### config.mk
export PLATFORM = sky130hd
export DESIGN_NAME = lighting_controller_flat
export DESIGN_NICKNAME = d
export VERILOG_FILES = /design/src/rtl/lighting_controller_if.sv /design/src/rtl/lighting_controller.sv /design/src/flat_wrapper.sv
export SDC_FILE = /design/constraint.sdc
export NUM_CORES = 1
export LEC_CHECK = 0
export ABC_AREA = 1
export CORE_UTILIZATION = 41
export DETAILED_ROUTE_END_ITERATION = 8
export SLEW_MARGIN = 20
export SYNTH_ARGS = -nofsm -noshare
export SYNTH_HDL_FRONTEND = slang
export SYNTH_SLANG_ARGS = --single-unit
### constraint.sdc
create_clock -name clk -period 2.3 [get_ports clk]
set_input_delay 0.575 -clock clk [delete_from_list [all_inputs] [get_ports clk]]
set_output_delay 0.575 -clock clk [all_outputs]
set_load 0.02 [all_outputs]
### src/rtl/lighting_controller_if.sv
// Sensor, override and lamp-status bundle for lighting_controller.
// master drives the sensors/overrides; slave is the controller itself.
interface lighting_controller_if;
  logic       motion;
  logic       dark;
  logic       manual_on;
  logic       manual_off;
  logic [1:0] present_state;
  logic       light;
  logic       dim;
  logic [7:0] on_count;

  modport master (
    output motion, dark, manual_on, manual_off,
    input  present_state, light, dim, on_count
  );

  modport slave (
    input  motion, dark, manual_on, manual_off,
    output present_state, light, dim, on_count
  );
endinterface

### src/rtl/lighting_controller.sv
// Occupancy lighting FSM: OFF/ON/HOLD/DIM with hold/dim timeouts.
// Ports: clk, rst_n (async low), io (slave: sensors in, lamp state out).
module lighting_controller #(
  parameter int HOLD_CYCLES = 1000,
  parameter int DIM_CYCLES  = 250,
  parameter int TIMER_W     = 16
) (
  input logic              clk,
  input logic              rst_n,
  lighting_controller_if.slave io
);

  typedef enum logic [1:0] {
    OFF  = 2'b00,
    ON   = 2'b01,
    HOLD = 2'b10,
    DIM  = 2'b11
  } state_t;

  localparam logic [TIMER_W-1:0] HOLD_LD =
    TIMER_W'(HOLD_CYCLES - 1);
  localparam logic [TIMER_W-1:0] DIM_LD =
    TIMER_W'(DIM_CYCLES - 1);

  state_t             state, nxt;
  logic [TIMER_W-1:0] timer, tmr_nxt;
  logic [1:0]         m_sync, d_sync;
  logic [1:0]         rst_q;
  logic               ms, ds, run;

  assign ms  = m_sync[1];
  assign ds  = d_sync[1];
  // FSM runs only once the release of rst_n has crossed two flops
  assign run = rst_q[1];

  always_ff @(posedge clk or negedge rst_n) begin
    if (!rst_n) begin
      rst_q  <= 2'b00;
      m_sync <= 2'b00;
      d_sync <= 2'b00;
    end else begin
      rst_q  <= {rst_q[0], 1'b1};
      m_sync <= {m_sync[0], io.motion};
      d_sync <= {d_sync[0], io.dark};
    end
  end

  always_comb begin
    nxt     = state;
    tmr_nxt = timer;
    unique case (1'b1)
      io.manual_off: begin
        nxt     = OFF;
        tmr_nxt = '0;
      end
      (!io.manual_off && io.manual_on): begin
        nxt = ON;
      end
      default: begin
        unique case (state)
          OFF: begin
            if (ms && ds) nxt = ON;
          end
          ON: begin
            if (!ms) begin
              nxt     = HOLD;
              tmr_nxt = HOLD_LD;
            end
          end
          HOLD: begin
            if (ms) begin
              nxt = ON;
            end else if (timer == '0) begin
              nxt     = DIM;
              tmr_nxt = DIM_LD;
            end else begin
              tmr_nxt = timer - 1'b1;
            end
          end
          DIM: begin
            if (ms) begin
              nxt = ON;
            end else if (timer == '0) begin
              nxt = OFF;
            end else begin
              tmr_nxt = timer - 1'b1;
            end
          end
        endcase
      end
    endcase
  end

  always_ff @(posedge clk or negedge rst_n) begin
    if (!rst_n) begin
      state       <= OFF;
      timer       <= '0;
      io.light    <= 1'b0;
      io.dim      <= 1'b0;
      io.on_count <= 8'd0;
    end else if (run) begin
      state    <= nxt;
      timer    <= tmr_nxt;
      io.light <= (nxt != OFF);
      io.dim   <= (nxt == DIM);
      if (state == OFF && nxt == ON &&
          io.on_count != 8'hFF)
        io.on_count <= io.on_count + 8'd1;
    end
  end

  assign io.present_state = state;

endmodule

### src/flat_wrapper.sv
// flat-port wrapper written by rule: the top's interface ports become plain ports
module lighting_controller_flat 
#(
  parameter int HOLD_CYCLES = 1000,
  parameter int DIM_CYCLES  = 250,
  parameter int TIMER_W     = 16
)
  (clk, rst_n, io_motion, io_dark, io_manual_on, io_manual_off, io_present_state, io_light, io_dim, io_on_count);
  lighting_controller_if io_i ();
  input logic clk;
  input logic rst_n;
  input wire logic [$bits(io_i.motion)-1:0] io_motion;
  input wire logic [$bits(io_i.dark)-1:0] io_dark;
  input wire logic [$bits(io_i.manual_on)-1:0] io_manual_on;
  input wire logic [$bits(io_i.manual_off)-1:0] io_manual_off;
  output wire logic [$bits(io_i.present_state)-1:0] io_present_state;
  output wire logic [$bits(io_i.light)-1:0] io_light;
  output wire logic [$bits(io_i.dim)-1:0] io_dim;
  output wire logic [$bits(io_i.on_count)-1:0] io_on_count;
  assign io_i.motion = io_motion;
  assign io_i.dark = io_dark;
  assign io_i.manual_on = io_manual_on;
  assign io_i.manual_off = io_manual_off;
  assign io_present_state = io_i.present_state;
  assign io_light = io_i.light;
  assign io_dim = io_i.dim;
  assign io_on_count = io_i.on_count;
  lighting_controller #(.HOLD_CYCLES(HOLD_CYCLES), .DIM_CYCLES(DIM_CYCLES), .TIMER_W(TIMER_W)) u_core (.clk(clk), .rst_n(rst_n), .io(io_i));
endmodule
# Word-level counts from Yosys, hierarchy flattened
# Index checks and enable logic that the tools add are counted.
# classes
bitwise,1
reduce_logical,11
n_eq_ne,10
add_sub_neg,2
n_mux,15
# ops
operator,count
$mux W16,5
$pmux W16 S3,1
$pmux W16 S2,1
$logic_not A16 Y1,1
$sub A16 B1 Y16 const B,1
$mux W2,6
$ne A3 B3 Y1 const B,4
$add A8 B1 Y8 const B,1
$ne A8 B8 Y1 const B,1
$pmux W2 S4,1
$reduce_and A7 Y1,1
$eq A2 B2 Y1 const B,3
$eq A2 B1 Y1 const B,2
$logic_and A1 B1 Y1,4
$pmux W2 S2,1
$reduce_bool A4 Y1,1
$logic_not A2 Y1,1
$reduce_and A2 Y1,1
$reduce_bool A2 Y1,1
$logic_not A1 Y1,1
$not A1 Y1,1
# totals
input_bits,6
elab_cells,47
output_inout_bits,12
register_bits,34

# Depth between registers and ports, before layout
# Gate-level depths: netlist of run 1.
# logic_depth
ltp_word,9
depth_mapped,12
depth_no_buf,12

# Worst setup path before layout of run 1
# No wires, ideal clock.
# synth_path
path_type,register to register
start,reg u_core.timer[0]
end,reg u_core.io.light
path_stages_with_launch,13
path_buffers,1
t_arrival_ns,1.496
setup_ns,0.122
period_less_slack_ns,1.618
slack_ns,0.682
required_ns,2.178
path_cell_list,dfrtp_1 > inv_1 > ha_1 > nand2_4 > nor2_4 > nand2_4 > nand2_4 > nand2_2 > nand2_2 > nand2_4 > buf_6 > nand2_2 > nand3_2
# synth_via
elab_chain_len,6
word_cells_on_any_way,8
classes_between,6 x mux; 2 x reduce/logical
# synth_rtl
item,line_no,source
start: declaration,lighting_controller.sv:26,"logic [TIMER_W-1:0] timer, tmr_nxt;"
start signal: assignment,lighting_controller.sv:103,timer <= tmr_nxt;
$logic_not A16 Y1 (*),"lighting_controller.sv:73, lighting_controller.sv:83",
$mux W2 (on tied branches),"lighting_controller.sv:83, lighting_controller.sv:73",
$mux W2 (on tied branches),"lighting_controller.sv:81, lighting_controller.sv:71",
$pmux W2 S4 (*),lighting_controller.sv:60,unique case (state)
$pmux W2 S2 (*),lighting_controller.sv:51,unique case (1'b1)
$reduce_bool A2 Y1 (*),lighting_controller.sv:104,io.light <= (nxt != OFF);
end signal: assignment,lighting_controller.sv:104,
end: declaration,lighting_controller_if.sv:20,"output present_state, light, dim, on_count"
# Mark *: on every way between the ends. The rest lies on a longest branch, timed or not.
# A chain may end at the register's enable or synchronous reset.

# Worst setup path after layout of run 1
# layout_path
start,reg u_core.state[0] (netlist: u_core.io.present_state[0])
end,out io_present_state[0]
# layout_lines
item,line_no,source
start: declaration,lighting_controller.sv:25,"state_t state, nxt;"
start signal: assignment,lighting_controller.sv:102,state <= nxt;
end: declaration,flat_wrapper.sv:16,output wire logic [$bits(io_i.present_state)-1:0] io_present_state;
# No word-level cell between the ends.

==> results.json, run 1 <==
{
  "ctsResizeCount": 0,
  "crit_slowest_cell": "clkdlybuf4s50_1",
  "cts_max_level": 2,
  "nNetsFinal": 313,
  "multi_input_area_mm2": 0.00116,
  "finalWirelength_um": 4900,
  "die-area_mm2": 0.00562,
  "yosys_warnings": 0,
  "vias_per_cell": 5.02,
  "hold_class": "flop to flop",
  "core.rowCount": 26,
  "status": "completed",
  "postRouteAntennaNets": 0,
  "grt_pass1_vias": 1857,
  "vias": 1889,
  "setup.worst_path.start_class": "flop",
  "seq_area_frac_synth_pct": 39.0,
  "ios": 18,
  "fin_setup_tns_ns": 0,
  "rsz0062_at_grt": "false",
  "power.density_mw_per_mm2": 795,
  "crit_family": "buffers and inverters",
  "syn_avg_cell_area_um2": 7.77,
  "synth.distinct_cells": 32,
  "slew_headroom_pct": 48.8,
  "diodes": 0,
  "irDropWorstVdd_v": 0.000483,
  "initial_core_util_pct": 42.7,
  "coreArea_mm2": 0.00511,
  "cp.required_ns": 1.73,
  "area_delta_synth_final_pct": 17.1,
  "r2r_cells": 11,
  "grt_overflow": 0,
  "cts_root_buffer": "clkbuf_8",
  "holdBufCountCts": 0,
  "min_path_cells": 0,
  "p_switching_mw": 0.672,
  "drive_above_1_share_pct": 19.3,
  "clkLatencyLatePin_ns": 0.28,
  "numCtsBuffers": 5,
  "clock-sinks": 34,
  "clk_pin_slew_ns": 0.07,
  "dp_hpwl_um": 3700,
  "sequentialPowerShare_pct": 36.6,
  "syn_area_mm2": 0.00218,
  "drv_slew": 0,
  "io_buffers": 17,
  "antenna_found_initial": 0,
  "path_class": "flop to output port",
  "cp_cell_sequence": "clkdlybuf4s50_1",
  "fillers": 514,
  "drv_cap": 0,
  "drc_errors": 0,
  "hold_viol_final": 0,
  "fin_skew_ns": 0.00591,
  "tightestPinTransition_ns": 0.768,
  "path_max_fanout": 6,
  "cts_tree": "done",
  "period_share_pct": 87.3,
  "cts.path.max_buffers": 2,
  "fmax_mhz": 498,
  "grt_max_degree": 35,
  "first_iter_violations": 79,
  "syn-instance-count": 281,
  "die_w_um": 75.0,
  "p_leak_nw": 1.25,
  "place.gp.congestion": 0.820,
  "switching_share_pct": 33.0,
  "arrival_ns": 1.43,
  "p_int_mw": 1.36,
  "setup_viol": 0,
  "period_needed_ns": 2.01,
  "grtUsageTotal_pct": 20.8,
  "critPathMaxStageDelay_ns": 0.66,
  "p_clk_share_pct": 33.4,
  "critPathBufInv": 1,
  "dr.pass1.iters": 4,
  "ys_ff_latch": 34,
  "die_y_um": 75.0,
  "cp.depth": 1,
  "synth.net_count": 289,
  "utilization_pct": 50.1,
  "endpoint_kind": "output port",
  "wire_per_inst_um": 13.0,
  "pwr-share-comb_pct": 30.0,
  "grt_pass1_wl_um": 8690,
  "post_cts_buffers": 0,
  "ff_latch_area_um2": 851
}
## cells by family (layout without fill, tap and decap cells)
kind of cell    Yosys count  count (layout)  share of synthesized area [%]
buf+inv                  34              59                           7.85
simple gates            177             177                           41.0
flops                    34              34                           39.0
xor+xnor                 11              11                           4.41
other cells               1               1                          0.172
fa+ha+maj                 2               2                           1.15
compound gates           22              22                           6.42
## per-stage QoR
stage	worst slack [ns]	area (um^2)	cells	hold slack (ns)	power (mW)
floorplan	0.682	2180	281	0.279	1.18
global placement	0.160	2410	368	0.333	1.36
detailed placement	0.110	2410	368	0.339	1.37
CTS	0.277	2560	376	0.356	2.06
global route	0.147	2560	376	0.368	2.17
finish	0.292	2560	376	0.352	2.03
## placed cells by master (no fill, tap or decap), types with 3 or more instances in the layout
master / count
nand2_4: 4
nor2_2: 5
inv_1: 24
nand2_2: 15
nor2_4: 7
o21ai_1: 5
xor2_1: 7
o21ai_0: 8
nand2_1: 75
nor2_1: 24
clkbuf_8: 6
o21ai_2: 4
nand3_1: 26
nand4_1: 14
buf_4: 5
nand3_2: 4
dfrtp_1: 34
xnor2_1: 4
inv_2: 3
clkdlybuf4s50_1: 16
## cells in the mapped netlist (all sizes together)
cell type  number  area share, %
a22oi           1           0.34
a31oi           2           0.86
buf             5            2.7
clkinv          1           0.23
conb            1           0.17
dfrtp          34             39
ha              2            1.1
inv            28            4.9
nand2          94             19
nand3          30            7.8
nand4          14            4.0
nor2           36            9.2
nor3            1           0.23
nor4            1           0.29
o211ai          1           0.34
o21ai          17            4.6
o22ai           1           0.29
or2             1           0.29
xnor2           4            1.6
xor2            7            2.8
## per-layer routing
| metal | GRT usage (%) | routed length, um | share of wire, % |
|---|---|---|---|
| met5 | 0 | 0 | 0 |
| met4 | 6.50 | 67 | 1.4 |
| met3 | 3.35 | 111 | 2.3 |
| met1 | 27.3 | 2310 | 47 |
| met2 | 35.1 | 2410 | 49 |
## final timing paths
check | start | to | slack (ns)
max in group asynchronous | rst_n | u_core.timer[12] | 1.45
worst max register to register | u_core.timer[0] | u_core.io.on_count[4] | 0.36
worst min register to register | u_core.d_sync[0] | u_core.d_sync[1] | 0.35
worst min-delay path | u_core.d_sync[0] | u_core.d_sync[1] | 0.35
min in group asynchronous | rst_n | u_core.timer[5] | 0.37
worst max-delay path | u_core.io.present_state[0] | io_present_state[0] | 0.29
## flip-flops by register name (all words and copies together), names as in the netlist
name	flops
u_core.io.light	1
u_core.timer	16
u_core.rst_q	2
u_core.m_sync	2
u_core.d_sync	2
u_core.io.on_count	8
u_core.io.dim	1
u_core.io.present_state	2
## power by group through the flow
stage                     clock (mW)  sequential, mW  combinational (mW)
final                          0.680           0.743               0.610
after global routing           0.725           0.755               0.689
after CTS                      0.701           0.743               0.618
after detailed placement           0           0.754               0.615
after global placement             0           0.754               0.606
after floorplan                    0           0.785               0.398
## area by class of cell
class / count / area share (%)
well taps: 70 / 3.42
flip-flops and latches: 34 / 33.3
inverters: 29 / 4.40
clock buffers: 6 / 3.23
clock inverters: 2 / 2.35
multi-input cells: 213 / 45.4
repair buffers: 22 / 7.93
Note: power is estimated with default switching activity, not from simulation.
==> inputs of run 2 (changes only) <==
==> constraint.sdc (replaced) <==
create_clock -name clk -period 2.4 [get_ports clk]
set_input_delay 0.6 -clock clk [delete_from_list [all_inputs] [get_ports clk]]
set_output_delay 0.6 -clock clk [all_outputs]
set_load 0.02 [all_outputs]
==> run 2 against run 1 <==
- die area stayed put
- critical path type unchanged
- largest cell class unchanged
- combinational power is 4.4% lower
- core utilization is 0.71 points lower
- hold slack better by 0.0023 ns
==> results.json, run 2 (synthesis results as in run 1) <==
{
  "clk_pin_slew_ns": 0.08,
  "io_buffers": 17,
  "grt_overflow": 0,
  "vias_per_cell": 4.97,
  "coreArea_mm2": 0.00511,
  "final_common_cell": "nand2_1",
  "use_met1_pct": 26.1,
  "largest_register": "u_core.timer",
  "grt_max_degree": 35,
  "critPathMaxStageDelay_ns": 0.66,
  "final_cell_mix": "nand2_1 (75), dfrtp_1 (34), nand3_1 (26)",
  "hold_class": "flop to flop",
  "cts_tree": "done",
  "setup_viol": 0,
  "r2r_cells": 11,
  "cp_cell_sequence": "clkdlybuf4s50_1",
  "cts.path.max_buffers": 2,
  "tightestPinTransition_ns": 0.779,
  "period_share_pct": 84.7,
  "initial_core_util_pct": 42.7,
  "cts_root_buffer": "clkbuf_8",
  "arrival_ns": 1.43,
  "wire_per_inst_um": 12.9,
  "diodes": 0,
  "drv_cap": 0,
  "finalWirelength_um": 4850,
  "met3_usage_pct": 4.42,
  "irDropWorstVdd_v": 0.000417,
  "numCtsBuffers": 5,
  "clkLatencyLatePin_ns": 0.29,
  "holdBufCountCts": 0,
  "dp_hpwl_um": 3510,
  "min_path_cells": 0,
  "rsz0062_at_grt": "false",
  "path_max_fanout": 6,
  "rrSetupSlack_ns": 0.46,
  "die-area_mm2": 0.00562,
  "p_leak_nw": 1.22,
  "postRouteAntennaNets": 0,
  "ios": 18,
  "fmax_mhz": 492,
  "crit_family": "buffers and inverters",
  "cp.depth": 1,
  "hold_viol_final": 0,
  "slew_headroom_pct": 48.1,
  "endpoint_kind": "output port",
  "die_w_um": 75.0,
  "dr.pass1.iters": 4,
  "first_iter_violations": 137,
  "drv_slew": 0,
  "largest_register_ffs": 16,
  "cp.required_ns": 1.80,
  "nNetsFinal": 312,
  "core.rowCount": 26,
  "post_cts_buffers": 0,
  "stdcell_count": 375,
  "power.density_mw_per_mm2": 730,
  "drive_above_1_share_pct": 19.0,
  "ctsResizeCount": 0,
  "period_needed_ns": 2.03,
  "crit_slowest_cell": "clkdlybuf4s50_1",
  "top_usage_layer": "met2",
  "vias": 1865,
  "drc_errors": 0,
  "grtUsageTotal_pct": 19.7,
  "path_class": "flop to output port",
  "area_delta_synth_final_pct": 15.5,
  "setup.worst_path.start_class": "flop",
  "fin_setup_tns_ns": 0,
  "reg.largest.list": "u_core.timer x16, u_core.io.on_count x8",
  "cts_max_level": 2,
  "antenna_found_initial": 0,
  "clock-sinks": 34,
  "critPathBufInv": 1,
  "grt_pass1_wl_um": 8250,
  "dpl-instance-area_mm2": 0.00241,
  "dpl.cell_count": 367,
  "final_cell_area_mm2": 0.00252,
  "fin_skew_ns": 0.00584,
  "status": "completed",
  "place.gp.congestion": 0.838,
  "die_y_um": 75.0,
  "grt_pass1_vias": 1804,
  "holdWs_ns": 0.354,
  "grt_use_met2_pct": 32.0
}
## run 2: cell types whose count changed in the layout (fill, tap and decap cells not counted)
cell / before / now
clkinvlp_4: 0 / 2
buf_4: 5 / 4
clkbuf_8: 6 / 5
bufinv_16: 2 / 1
## run 2: per-layer routing
layer	up-vias	part of all wire, %	routed length [um]
met5	-	0	0
met4	0	1.2	59
met3	7	3.8	186
met2	33	47	2290
met1	875	48	2320
li1	950	-	-
## run 2: path summary, 6_finish.rpt
| check | end | from |
|---|---|---|
| worst max-delay path | io_present_state[0] | u_core.io.present_state[0] |
| worst min-delay path | u_core.m_sync[1] | u_core.m_sync[0] |
| worst max register to register | u_core.io.on_count[4] | u_core.timer[0] |
| worst min register to register | u_core.m_sync[1] | u_core.m_sync[0] |
| max in group asynchronous | u_core.timer[13] | rst_n |
| min in group asynchronous | u_core.timer[5] | rst_n |
## run 2: metrics by stage
step                power [mW]  setup WS [ns]  utilization (%)
global route              1.95          0.267             49.4
floorplan                 1.13          0.782                -
detailed placement        1.30          0.195             47.1
finish                    1.84          0.368             49.4
global placement          1.30          0.236             47.1
CTS                       1.85          0.354             49.4
## run 2: area by class of cell
type | count | area [um^2]
fillers | 508 | 2590
flip-flops and latches | 34 | 851
multi-input cells | 213 | 1160
repair buffers | 21 | 195
well taps | 70 | 87.6
inverters | 29 | 113
clock buffers | 5 | 68.8
clock inverters | 3 | 45.0
## run 2: power breakdown
part,total [mW],switching [mW],internal [mW]
combinational,0.583,0.358,0.225
clock,0.547,0.238,0.309
sequential,0.712,0.0784,0.634
